--- config.mk ---
export PLATFORM = sky130hd
export DESIGN_NAME = stb_sweep
export DESIGN_NICKNAME = d
export VERILOG_FILES = /design/src/rtl/stb_sweep_pkg.sv /design/src/rtl/stb_delay_cnt.sv /design/src/rtl/stb_sweep.sv
export SDC_FILE = /design/constraint.sdc
export NUM_CORES = 1
export LEC_CHECK = 0
export ABC_AREA = 1
export CORE_UTILIZATION = 55
export CTS_BUF_LIST = sky130_fd_sc_hd__clkbuf_2 sky130_fd_sc_hd__clkbuf_4 sky130_fd_sc_hd__clkbuf_8
export CTS_CLUSTER_DIAMETER = 200
export DETAILED_ROUTE_END_ITERATION = 12
export PLACE_DENSITY = 0.83
export SLEW_MARGIN = 20
export SYNTH_ARGS = -nofsm -noshare
export SYNTH_HDL_FRONTEND = slang
export SYNTH_SLANG_ARGS = --single-unit
--- constraint.sdc ---
create_clock -name clk_i -period 7.9 [get_ports clk_i]
set_input_delay 1.185 -clock clk_i [delete_from_list [all_inputs] [get_ports clk_i]]
set_output_delay 1.185 -clock clk_i [all_outputs]
set_load 0.02 [all_outputs]
--- src/rtl/stb_sweep_pkg.sv ---
// Shared definitions for the strobe-delay sweep engine: FSM state encoding and
// default widths, also consumed by the SoC register map.
package stb_sweep_pkg;

    localparam int T_CNT_WIDTH_DEF = 32;
    localparam int HIT_WIDTH_DEF   = 8;

    typedef enum logic [2:0] {
        ST_IDLE     = 3'd0,
        ST_WAIT_STB = 3'd1,
        ST_DELAY    = 3'd2,
        ST_PUSH     = 3'd3,
        ST_DONE     = 3'd4
    } sweep_state_t;

endpackage

--- src/rtl/stb_delay_cnt.sv ---
// Loadable down-counter: a load of value v produces a one-cycle expiry pulse
// v+1 cycles after the load cycle (v=0 pulses in the very next cycle).
module stb_delay_cnt #(
    parameter int WIDTH = 32
) (
    input  logic             clk_i,
    input  logic             rst_i,
    input  logic             clr_i,
    input  logic             load_i,
    input  logic [WIDTH-1:0] load_val_i,
    output logic             expire_o
);

    logic [WIDTH-1:0] cnt_q;
    logic             run_q;

    // NOTE: clocked state uses non-blocking assignments only, so every
    // register here sees the pre-edge value of its neighbours.
    always_ff @(posedge clk_i) begin
        if (rst_i || clr_i) begin
            cnt_q    <= '0;
            run_q    <= 1'b0;
            expire_o <= 1'b0;
        end else if (load_i) begin
            cnt_q    <= load_val_i;
            run_q    <= (load_val_i != '0);
            expire_o <= (load_val_i == '0);
        end else if (run_q) begin
            cnt_q    <= cnt_q - 1'b1;
            expire_o <= (cnt_q == WIDTH'(1));
            run_q    <= (cnt_q != WIDTH'(1));
        end else begin
            expire_o <= 1'b0;
        end
    end

endmodule

--- src/rtl/stb_sweep.sv ---
// Sweeps a sampling offset across one strobe period, counting comparator hits
// at each offset over N strobes and handing each point out on a valid/ready port.
module stb_sweep
    import stb_sweep_pkg::*;
#(
    parameter int T_CNT_WIDTH = T_CNT_WIDTH_DEF,
    parameter int HIT_WIDTH   = HIT_WIDTH_DEF
) (
    input  logic                   clk_i,
    input  logic                   rst_i,
    input  logic                   stb_i,
    input  logic                   stb_valid_i,
    input  logic [T_CNT_WIDTH-1:0] stb_period_i,
    input  logic                   sig_i,
    input  logic                   start_i,
    input  logic [T_CNT_WIDTH-1:0] step_i,
    input  logic [HIT_WIDTH-1:0]   avg_n_i,
    output logic                   dstb_o,
    output logic                   res_valid_o,
    input  logic                   res_ready_i,
    output logic [T_CNT_WIDTH-1:0] res_offset_o,
    output logic [HIT_WIDTH-1:0]   res_hits_o,
    output logic                   busy_o,
    output logic                   done_o,
    output logic                   err_o
);

    sweep_state_t           state_q;
    logic [T_CNT_WIDTH-1:0] period_q;
    logic [T_CNT_WIDTH-1:0] step_q;
    logic [T_CNT_WIDTH-1:0] offset_q;
    logic [HIT_WIDTH-1:0]   avg_n_q;
    logic [HIT_WIDTH-1:0]   hits_q;
    logic [HIT_WIDTH-1:0]   cnt_q;

    logic                   start_ok;
    logic                   active;
    logic                   dly_load;
    logic                   dly_clr;
    logic                   dly_exp;
    logic [T_CNT_WIDTH:0]   next_off;
    logic [HIT_WIDTH-1:0]   cnt_nxt;

    // One extra bit so offset+step cannot wrap below the period.
    assign next_off = {1'b0, offset_q} + {1'b0, step_q};
    assign cnt_nxt  = cnt_q + 1'b1;

    assign start_ok = stb_valid_i && (stb_period_i != '0) && (step_i != '0)
                      && (avg_n_i != '0);
    assign active   = (state_q == ST_WAIT_STB) || (state_q == ST_DELAY)
                      || (state_q == ST_PUSH);
    assign dly_load = (state_q == ST_WAIT_STB) && stb_valid_i && stb_i;
    assign dly_clr  = active && !stb_valid_i;

    stb_delay_cnt #(
        .WIDTH (T_CNT_WIDTH)
    ) u_delay (
        .clk_i      (clk_i),
        .rst_i      (rst_i),
        .clr_i      (dly_clr),
        .load_i     (dly_load),
        .load_val_i (offset_q),
        .expire_o   (dly_exp)
    );

    assign dstb_o       = dly_exp;
    assign res_offset_o = offset_q;
    assign res_hits_o   = hits_q;

    always_ff @(posedge clk_i) begin
        if (rst_i) begin
            state_q     <= ST_IDLE;
            period_q    <= '0;
            step_q      <= '0;
            offset_q    <= '0;
            avg_n_q     <= '0;
            hits_q      <= '0;
            cnt_q       <= '0;
            res_valid_o <= 1'b0;
            busy_o      <= 1'b0;
            done_o      <= 1'b0;
            err_o       <= 1'b0;
        end else begin
            done_o <= 1'b0;
            if (dly_clr) begin
                // Strobe generator lost lock: abandon the sweep without done.
                state_q     <= ST_IDLE;
                res_valid_o <= 1'b0;
                busy_o      <= 1'b0;
                err_o       <= 1'b1;
            end else begin
                case (state_q)
                    ST_IDLE: begin
                        if (start_i) begin
                            if (start_ok) begin
                                period_q <= stb_period_i;
                                step_q   <= step_i;
                                avg_n_q  <= avg_n_i;
                                offset_q <= '0;
                                hits_q   <= '0;
                                cnt_q    <= '0;
                                err_o    <= 1'b0;
                                busy_o   <= 1'b1;
                                state_q  <= ST_WAIT_STB;
                            end else begin
                                err_o <= 1'b1;
                            end
                        end
                    end
                    ST_WAIT_STB: begin
                        if (stb_i) begin
                            state_q <= ST_DELAY;
                        end
                    end
                    ST_DELAY: begin
                        if (dly_exp) begin
                            hits_q <= hits_q + HIT_WIDTH'(sig_i);
                            cnt_q  <= cnt_nxt;
                            if (cnt_nxt == avg_n_q) begin
                                res_valid_o <= 1'b1;
                                state_q     <= ST_PUSH;
                            end else begin
                                state_q <= ST_WAIT_STB;
                            end
                        end
                    end
                    ST_PUSH: begin
                        if (res_ready_i) begin
                            res_valid_o <= 1'b0;
                            if (next_off >= {1'b0, period_q}) begin
                                done_o  <= 1'b1;
                                state_q <= ST_DONE;
                            end else begin
                                offset_q <= next_off[T_CNT_WIDTH-1:0];
                                hits_q   <= '0;
                                cnt_q    <= '0;
                                state_q  <= ST_WAIT_STB;
                            end
                        end
                    end
                    ST_DONE: begin
                        busy_o  <= 1'b0;
                        state_q <= ST_IDLE;
                    end
                    default: begin
                        res_valid_o <= 1'b0;
                        busy_o      <= 1'b0;
                        state_q     <= ST_IDLE;
                    end
                endcase
            end
        end
    end

endmodule

; ---- After elaboration in Yosys (flattened, before gate mapping)
; Index checks and enable logic that the tools add are counted.
; W data, S select, Z words.
[classes]
eq_ne = 14
order_cmp = 1
n_addsub = 4
n_bitwise = 5
n_mux = 39
reduce_logical = 32
[op_table]
columns = operator, count
row1 = $mux W32, 6
row2 = $reduce_bool A32 Y1, 3
row3 = $pmux W32 S2, 1
row4 = $mux W8, 6
row5 = $pmux W8 S3, 2
row6 = $add A32 B32 Y33, 1
row7 = $ge A33 B32 Y1, 1
row8 = $eq A32 B1 Y1 const B, 1
row9 = $logic_not A32 Y1, 1
row10 = $ne A32 B1 Y1 const B, 1
row11 = $sub A32 B1 Y32 const B, 1
row12 = $mux W3, 6
row13 = $mux W1, 14
row14 = $pmux W3 S4, 1
row15 = $ne A2 B2 Y1 const B, 5
row16 = $add A8 B1 Y8, 1
row17 = $add A8 B1 Y8 const B, 1
row18 = $eq A8 B8 Y1, 1
row19 = $reduce_and A4 Y1, 2
row20 = $reduce_bool A2 Y1, 4
row21 = $reduce_bool A8 Y1, 1
row22 = $reduce_and A7 Y1, 1
row23 = $eq A3 B2 Y1 const B, 2
row24 = $logic_and A1 B1 Y1, 6
row25 = other kinds (18), 26
[word_totals]
inputBits = 79
out_inout_bits = 45
word_cells = 109
ff_bits = 161

; ---- Logic depth before layout (Yosys ltp)
; Gate-level depths: netlist (run 1).
[logic_depth]
ltp_word = 8
depth_mapped = 32
depth_no_buf = 31

; ---- Modules after synthesis
; Synthesis (run 1) repeated with hierarchy kept, for this count alone.
[hier_totals]
hier_cells = 1615
area_unflattened_um2 = 10914.2
[by_module_without_submodules]
columns = mod, cells_per_inst, instances, seq_area_each_um2, area_each_um2
row1 = stb_sweep, 1238, 1, 2542.4, 8529.4
row2 = stb_delay_cnt, 377, 1, 680.7, 2384.8

; ---- Worst setup path before layout (run 1)
; No wires, ideal clock.
[synth_path]
path_kind = reg2reg
start = register offset_q[0], in the netlist res_offset_o[0]
end = register offset_q[24], in the netlist res_offset_o[24]
setup_ns = 0.115
setup_slack_ns = 4.103
n_path_buf = 1
arrival_ns = 3.682
stages_incl_launch_ff = 32
path_cell_list = dfxtp_1 -> ha_1 -> inv_1 -> fa_1 -> nand3b_1 -> nand2_2 -> a21oi_4 -> o21ai_1 -> nand2_1 -> nand2_1 -> nand3_1 -> nand2_1 -> nand2_1 -> nand2_1 -> nand2_1 -> and2_1 -> ha_1 -> a21oi_1 -> o21ai_0 -> a21oi_1 -> nand2_1 -> nand2_1 -> nand2_1 -> nand2_1 -> nand2_1 -> nand2_1 -> nand3_2 -> nand2_4 -> buf_6 -> nand3_1 -> nand2_1 -> nor2_1
[synth_via]
elab_chain_cells = 4
elab_cells_between_ends = 7
cone_classes = 1 x add/sub / 1 x order compare / 1 x eq/ne / 3 x mux / 1 x reduce/logical
[synth_lines]
columns = element, line_no
row1 = from (decl), stb_sweep.sv:31  ; logic [T_CNT_WIDTH-1:0] offset_q;
row2 = from (signal assigned), stb_sweep.sv:134  ; offset_q <= next_off[T_CNT_WIDTH-1:0];
row3 = $add A32 B32 Y33 *, stb_sweep.sv:45  ; assign next_off = {1'b0, offset_q} + {1'b0, step_q};
row4 = $ge A33 B32 Y1 / $mux W32 (equally long branches), stb_sweep.sv:130  ; if (next_off >= {1'b0, period_q}) begin
row5 = $ne A2 B2 Y1 (no source line) / $mux W32 (equally long branches), --
row6 = $reduce_and A6 Y1 (no source line) / $pmux W32 S2 (equally long branches), --
; Mark *: on every way between the ends. The rest lies on a longest branch, timed or not. The select of a mux whose other input is x is not followed.
; A chain may end at the register's enable or synchronous reset.

; ---- Final worst setup path (run 1)
[layout_path]
start = register offset_q[0], in the netlist res_offset_o[0]
end = register offset_q[10], in the netlist res_offset_o[10]
; The elaborated chain is that of the path after synthesis.

==> metrics.yaml, run 1 <==
clocking:
  numClockSinks: 161
  clkSlewWorstSetupHoldPaths_ns: 0.09
  hold_buffers: 0
  cts_resized: 0
  cts_root_buf: "clkbuf_8"
  cts_buffers: 17
  cts_buffer_depth: 2
  postCtsSetupBuffers: 0
  worstSkewPairLatency_ns: 0.47
  cts_tree: "yes"
  h-tree-depth: 4
yosys:
  synth_top_cell_area_share_pct: 31.1
  synth_top_family_by_area: "simple AND/OR/NAND/NOR gates"
  synth-adder-area-share_pct: 8.51
  synth.area.top_cells: "dfxtp_1 31%, nand2_1 11%, ha_1 8.3%"
  synthSimpleGateAreaFrac_pct: 28.7
  synth_compound_area_share_pct: 17.7
  synth_seq_cells: 161
  synth_top_cell_by_area: "dfxtp_1"
  synth_edf_count: 0
  synth_warnings: 0
  synth_cells: 1537
  synth_nets: 1686
  synth_flop_cell: "dfxtp_1"
  async_reset_ff_share_pct: 0
  yosys-top-cells-count: "309 x nand2_1, 168 x a21oi_1, 168 x inv_1"
  yosysMostFrequentCell: "nand2_1"
  seq_area_frac_synth_pct: 31.1
  avgSynthCellArea_um2: 6.75
  synth_xor_area_share_pct: 4.64
  synth_area_um2: 10400
  synth_cell_types: 55
  synthMuxAreaShare_pct: 0
power_and_ir_drop:
  power_density_nw_per_um2: 416
  p_leak_nw: 5.22
  ir_drop_v: 0.000175
route:
  drtPass1Iterations: 5
  routedWlPerCell_um: 15.1
  drtIter0Drc: 855
  vias: 10446
  viasPerCell: 5.60
  drt-total-wl_mm: 28.2
  ant_nets: 0
  drc: 0
final_layout:
  num_antenna_cells: 0
  areaGrowthSynthToFinish_pct: 16.2
  fin_nets: 1772
  fill_cells: 1608
  finalNonFillerCells: 1865
  drive_above_1_share_pct: 4.77
  design_area_um2: 12100
timing:
  rsz0062_at_grt: "no"
  worstMarginPinSlew_ns: 1.05
  finalSetupViolations: 0
  slew_headroom_pct: 30.0
  fin_crit_ns: 4.70
  slew_violations: 0
  period_share_pct: 59.5
  finClkSkew_ns: 0.0107
  fmax_mhz: 213
  setup_tns_ns: 0
  finalHoldViolations: 0
worst_setup_path:
  worst-endpoint-required_ns: 8.26
  worst-r2r-cell-count: 29
  criticalPathCategory: "reg2reg"
  cpPeakStageDelay_ns: 0.51
  crit_path_end_kind: "flop"
  crit_arrival_ns: 5.06
  cp-start-kind: "flop"
  reg2reg_slack_ns: 3.20
  crit_top_cell: "nand2_1"
  crit_fanout: 64
  cp_slowest_cell: "nand2_4"
  r2r-start: "res_offset_o[0]"
  reg2reg_to: "res_offset_o[10]"
global_route:
  gr-usage-met2_pct: 47.5
  use_met3_pct: 4.30
  grt.busiest_layer: "met2"
  grt_pass1_vias: 9368
  grt.overflow.total: 0
  grt_pass1_wl_mm: 46.2
  use_met1_pct: 41.0
  antenna_found_initial: 0
  grt_max_degree: 97
  grt_usage_pct: 29.6
placed_design:
  dp_hpwl_mm: 21.7
  gp_congestion: 0.962
  placed_cell_area_um2: 11600
  port-buffer-count: 123
  dp_cells: 1833
worst_hold_path:
  hold_depth: 2
  whs_endpoint: "step_q[0]"
  hold_path_class: "reg2reg"
  hp-start: "step_q[0]"
floorplanning:
  num_rows: 49
  die_y_um: 139
  core_um2: 18200
  fp.dieArea_um2: 19400
  die_x_um: 139
  start_util_pct: 57.0
  boundaryPins: 124
job:
  maxCapViolCount: 0
outcome:
  outcome: "completed"
==> registers in the layout, summed over array words and instances (netlist names) <==
signal / count
period_q: 32
res_offset_o: 32
state_q: 3
cnt_q: 8
res_valid_o: 1
u_delay.cnt_q: 32
u_delay.run_q: 1
err_o: 1
done_o: 1
u_delay.expire_o: 1
res_hits_o: 8
avg_n_q: 8
busy_o: 1
step_q: 32
==> placed cells by master (no fill, tap or decap), drive strengths merged, types with 3 or more instances in the layout <==
cell type | netlist | final
nand2 | 316 | 316
inv | 179 | 181
a21oi | 171 | 171
nor2 | 164 | 164
dfxtp | 161 | 161
clkdlybuf4s50 | 0 | 123
o21ai | 108 | 108
nand3 | 95 | 95
ha | 69 | 69
xor2 | 41 | 41
a31oi | 32 | 32
nor3 | 27 | 27
nor4 | 24 | 24
nand4 | 21 | 21
clkbuf | 35 | 21
xnor2 | 14 | 14
a21o | 9 | 9
or2 | 9 | 9
and2 | 8 | 8
nand3b | 5 | 5
clkinv | 0 | 5
buf | 25 | 4
a21boi | 3 | 3
and3 | 3 | 3
o21bai | 3 | 3
==> power by group <==
group          leakage [nW]  switching [mW]  total [mW]  internal [mW]
clock                 0.206           0.321       0.633          0.312
combinational          3.69            1.86        3.04           1.19
sequential             1.32           0.286        1.34           1.06
==> layer usage <==
layer | vias to the layer above | wire, um
met4 | 0 | 658
met2 | 347 | 12700
met5 | - | 0
met1 | 4768 | 13200
li1 | 5285 | -
met3 | 46 | 1700
==> worst max-delay path by stage <==
stage	from	endpoint	slack (ns)	cells past startpoint
2_1_floorplan	res_offset_o[0]	res_offset_o[24]	4.10	31
3_3_place_gp	res_offset_o[0]	res_offset_o[26]	3.32	29
3_5_place_dp	res_offset_o[0]	res_offset_o[10]	3.27	29
4_1_cts	res_offset_o[0]	res_offset_o[26]	3.25	30
5_1_grt	res_offset_o[0]	res_offset_o[11]	2.75	30
6_report	res_offset_o[0]	res_offset_o[10]	3.20	29
==> kinds of logic (layout without fill, tap and decap cells) <==
family	Yosys count	in the layout
AO/OA/AOI/OAI	338	338
adder cells (fa/ha/maj)	70	70
XOR/XNOR	55	55
flip-flops	161	161
AND/OR/NAND/NOR	674	674
buffers and inverters	239	338
==> final cells by class <==
class	count	area, um^2	share of cell area, %
multi-input combinational	1137	6200	51.4
sequential	161	3220	26.7
clock inverter	11	129	1.07
timing repair buffer	127	1260	10.5
inverter	179	672	5.57
clock buffer	21	283	2.35
tap	229	287	2.38
==> worst max-delay path: cells and delay by family (launching register included) <==
| family | cells | cell delay (ns) |
|---|---|---|
| simple gates | 19 | 2.16 |
| fa+ha+maj | 3 | 0.93 |
| compound gates | 4 | 0.57 |
| flops | 1 | 0.50 |
| xor+xnor | 1 | 0.31 |
| buf+inv | 2 | 0.08 |
==> stage by stage <==
stage	hold slack (ns)	total power [mW]	utilization [%]	setup slack, ns
floorplan	0.427	3.53	-	4.10
global placement	0.440	4.25	64.0	3.32
detailed placement	0.445	4.34	64.0	3.27
CTS	0.462	4.98	66.2	3.25
global route	0.481	5.46	66.2	2.75
finish	0.460	5.02	66.2	3.20
Power figures use the tool's default switching activity.
==> run 2, diff against run 1 <==
--- a/config.mk
+++ b/config.mk
@@ -6,7 +6,7 @@
 export NUM_CORES = 1
 export LEC_CHECK = 0
 export ABC_AREA = 1
-export CORE_UTILIZATION = 55
+export CORE_UTILIZATION = 53
 export CTS_BUF_LIST = sky130_fd_sc_hd__clkbuf_2 sky130_fd_sc_hd__clkbuf_4 sky130_fd_sc_hd__clkbuf_8
 export CTS_CLUSTER_DIAMETER = 200
 export DETAILED_ROUTE_END_ITERATION = 12
==> constraint.sdc (replaced) <==
create_clock -name clk_i -period 4.3 [get_ports clk_i]
set_input_delay 0.645 -clock clk_i [delete_from_list [all_inputs] [get_ports clk_i]]
set_output_delay 0.645 -clock clk_i [all_outputs]
set_load 0.02 [all_outputs]
==> run 2 against run 1 <==
- hold slack worse by 0.0011 ns
- clock power rose by 80%
- clock-buffer cell count decreased by 1
- register-to-register slack worse by 2.9 ns
- combinational power rose by 98%
- maximum frequency rose by 17%
- die area up 3.7%
==> metrics.yaml, run 2 (synthesis gave the netlist of run 1 again) <==
outcome:
  outcome: "completed"
placed_design:
  port-buffer-count: 123  # unchanged
  gp_congestion: 0.969  # +0.67%
  dp_cells: 1883  # +2.7%
  dp_hpwl_mm: 22.4  # +3.4%
route:
  drtIter0Drc: 1112  # +30%
  vias: 10749  # +2.9%
  viasPerCell: 5.60  # about the same
  routedWlPerCell_um: 15.6  # +3.0%
  drt-total-wl_mm: 29.9  # +5.9%
  drtPass1Iterations: 7  # +2
  drc: 0  # unchanged
  ant_nets: 0  # unchanged
worst_setup_path:
  cp_slowest_cell: "dfxtp_1"
  startpoint: "res_offset_o[0]"
  cp-start-kind: "flop"
  cpPeakStageDelay_ns: 0.35  # -0.16 ns
  crit_fanout: 10  # -84%
  r2r-start: "res_offset_o[0]"
  worst-endpoint-required_ns: 4.66  # -3.60 ns
  cp_top_family: "simple AND/OR/NAND/NOR gates"
  crit_arrival_ns: 4.36  # -0.70 ns
  criticalPathCategory: "reg2reg"
  crit_top_cell: "nand2_1"
  crit_path_end_kind: "flop"
  crit_buf_inv: 2  # unchanged
final_layout:
  final_cell_mix: "308 x nand2_1, 168 x a21oi_1, 167 x inv_1"
  final_core_util_pct: 65.6  # -0.60 points
  fin_nets: 1795  # +1.3%
  drive_above_1_share_pct: 6.63  # +1.9 points
  final_common_cell: "nand2_1"
  areaGrowthSynthToFinish_pct: 19.9
  finalNonFillerCells: 1919  # +2.9%
  fill_cells: 1677  # +4.3%
  num_antenna_cells: 0  # unchanged
floorplanning:
  fp.dieArea_um2: 20100  # +3.7%
  core_um2: 19000  # +4.1%
  num_rows: 50  # +2.0%
  start_util_pct: 54.7  # -2.2 points
  die_y_um: 142  # +1.8%
  boundaryPins: 124  # unchanged
  die_x_um: 142  # +1.8%
timing:
  fmax_mhz: 250  # +17%
  slew_violations: 0  # unchanged
  setup_tns_ns: 0  # unchanged
  finalHoldViolations: 0  # unchanged
  finalSetupViolations: 0  # unchanged
  period_share_pct: 93.1  # +34 points
  slew_headroom_pct: 29.7  # -0.23 points
  rsz0062_at_grt: "no"
  worstMarginPinSlew_ns: 1.05  # +0.00343 ns
  finClkSkew_ns: 0.0217  # +0.0111 ns
  fin_crit_ns: 4.00  # -0.694 ns
global_route:
  antenna_found_initial: 0  # unchanged
  grt.overflow.total: 0  # unchanged
  grt_usage_pct: 29.6  # about the same
  grt_max_degree: 94  # -3.1%
  grt_pass1_wl_mm: 47.2  # +2.2%
  grt_pass1_vias: 9517  # +1.6%
clocking:
  cts_resized: 0  # unchanged
  numClockSinks: 161  # unchanged
  cts_buffer_depth: 2  # unchanged
  cts_root_buf: "clkbuf_8"
  postCtsSetupBuffers: 0  # unchanged
  clkSlewWorstSetupHoldPaths_ns: 0.09  # about the same
  h-tree-depth: 4  # unchanged
  cts_tree: "yes"
  hold_buffers: 0  # unchanged
  cts_buffers: 17  # unchanged
  worstSkewPairLatency_ns: 0.48  # about the same
power_and_ir_drop:
  ir_drop_v: 0.000312  # +79%
  p_leak_nw: 5.37  # +3.0%
  power_density_nw_per_um2: 769  # +85%
  total_power_mw: 9.57  # +91%
worst_hold_path:
  hold_path_class: "reg2reg"
  hp-start: "step_q[0]"
job:
  maxCapViolCount: 0  # unchanged
==> run 2: power breakdown <==
| part | total [mW] | switching, mW | internal, mW |
|---|---|---|---|
| Sequential | 2.41 | 0.473 | 1.94 |
| Combinational | 6.01 | 3.60 | 2.41 |
| Clock | 1.14 | 0.598 | 0.545 |
==> run 2: area by class of cell <==
class	instances	area (um^2)	area share [%]
inverters	179	672	5.40
flip-flops and latches	161	3220	25.9
repair buffers	150	1550	12.4
multi-input cells	1137	6270	50.4
clock buffers	20	263	2.11
clock inverters	12	134	1.08
well taps	260	325	2.62
==> run 2: path summary, 6_finish.rpt <==
| path | slack, ns | cells past startpoint | endpoint |
|---|---|---|---|
| setup / recovery | 0.30 | 31 | res_offset_o[24] |
| hold reg to reg | 0.46 | 2 | step_q[0] |
| setup reg to reg | 0.30 | 31 | res_offset_o[24] |
| hold / removal | 0.46 | 2 | step_q[0] |
==> run 2: layer usage <==
metal | global-route usage [%] | wire [um] | up-vias
met5 | 0 | 0 | -
met4 | 10.9 | 954 | 0
met1 | 40.7 | 13400 | 4920
met3 | 4.49 | 2120 | 69
met2 | 47.1 | 13400 | 445
li1 | - | - | 5315
==> run 2: through the flow <==
stage	worst slack [ns]	hold slack, ns	area [um^2]
2_1_floorplan	0.503	0.427	10400
3_3_place_gp	0.303	0.442	11900
3_5_place_dp	0.195	0.445	11900
4_1_cts	0.166	0.460	12300
5_1_grt	0.00581	0.468	12400
6_report	0.295	0.458	12400
==> run 2: worst register-to-register path, delay by kind of cell (launching register included) <==
kind                     cells  cell delay [ns]
AO/OA/AOI/OAI                5             0.61
adder cells (fa/ha/maj)      3             0.81
buffers and inverters        2             0.26
flip-flops                   1             0.35
AND/OR/NAND/NOR             21             1.87
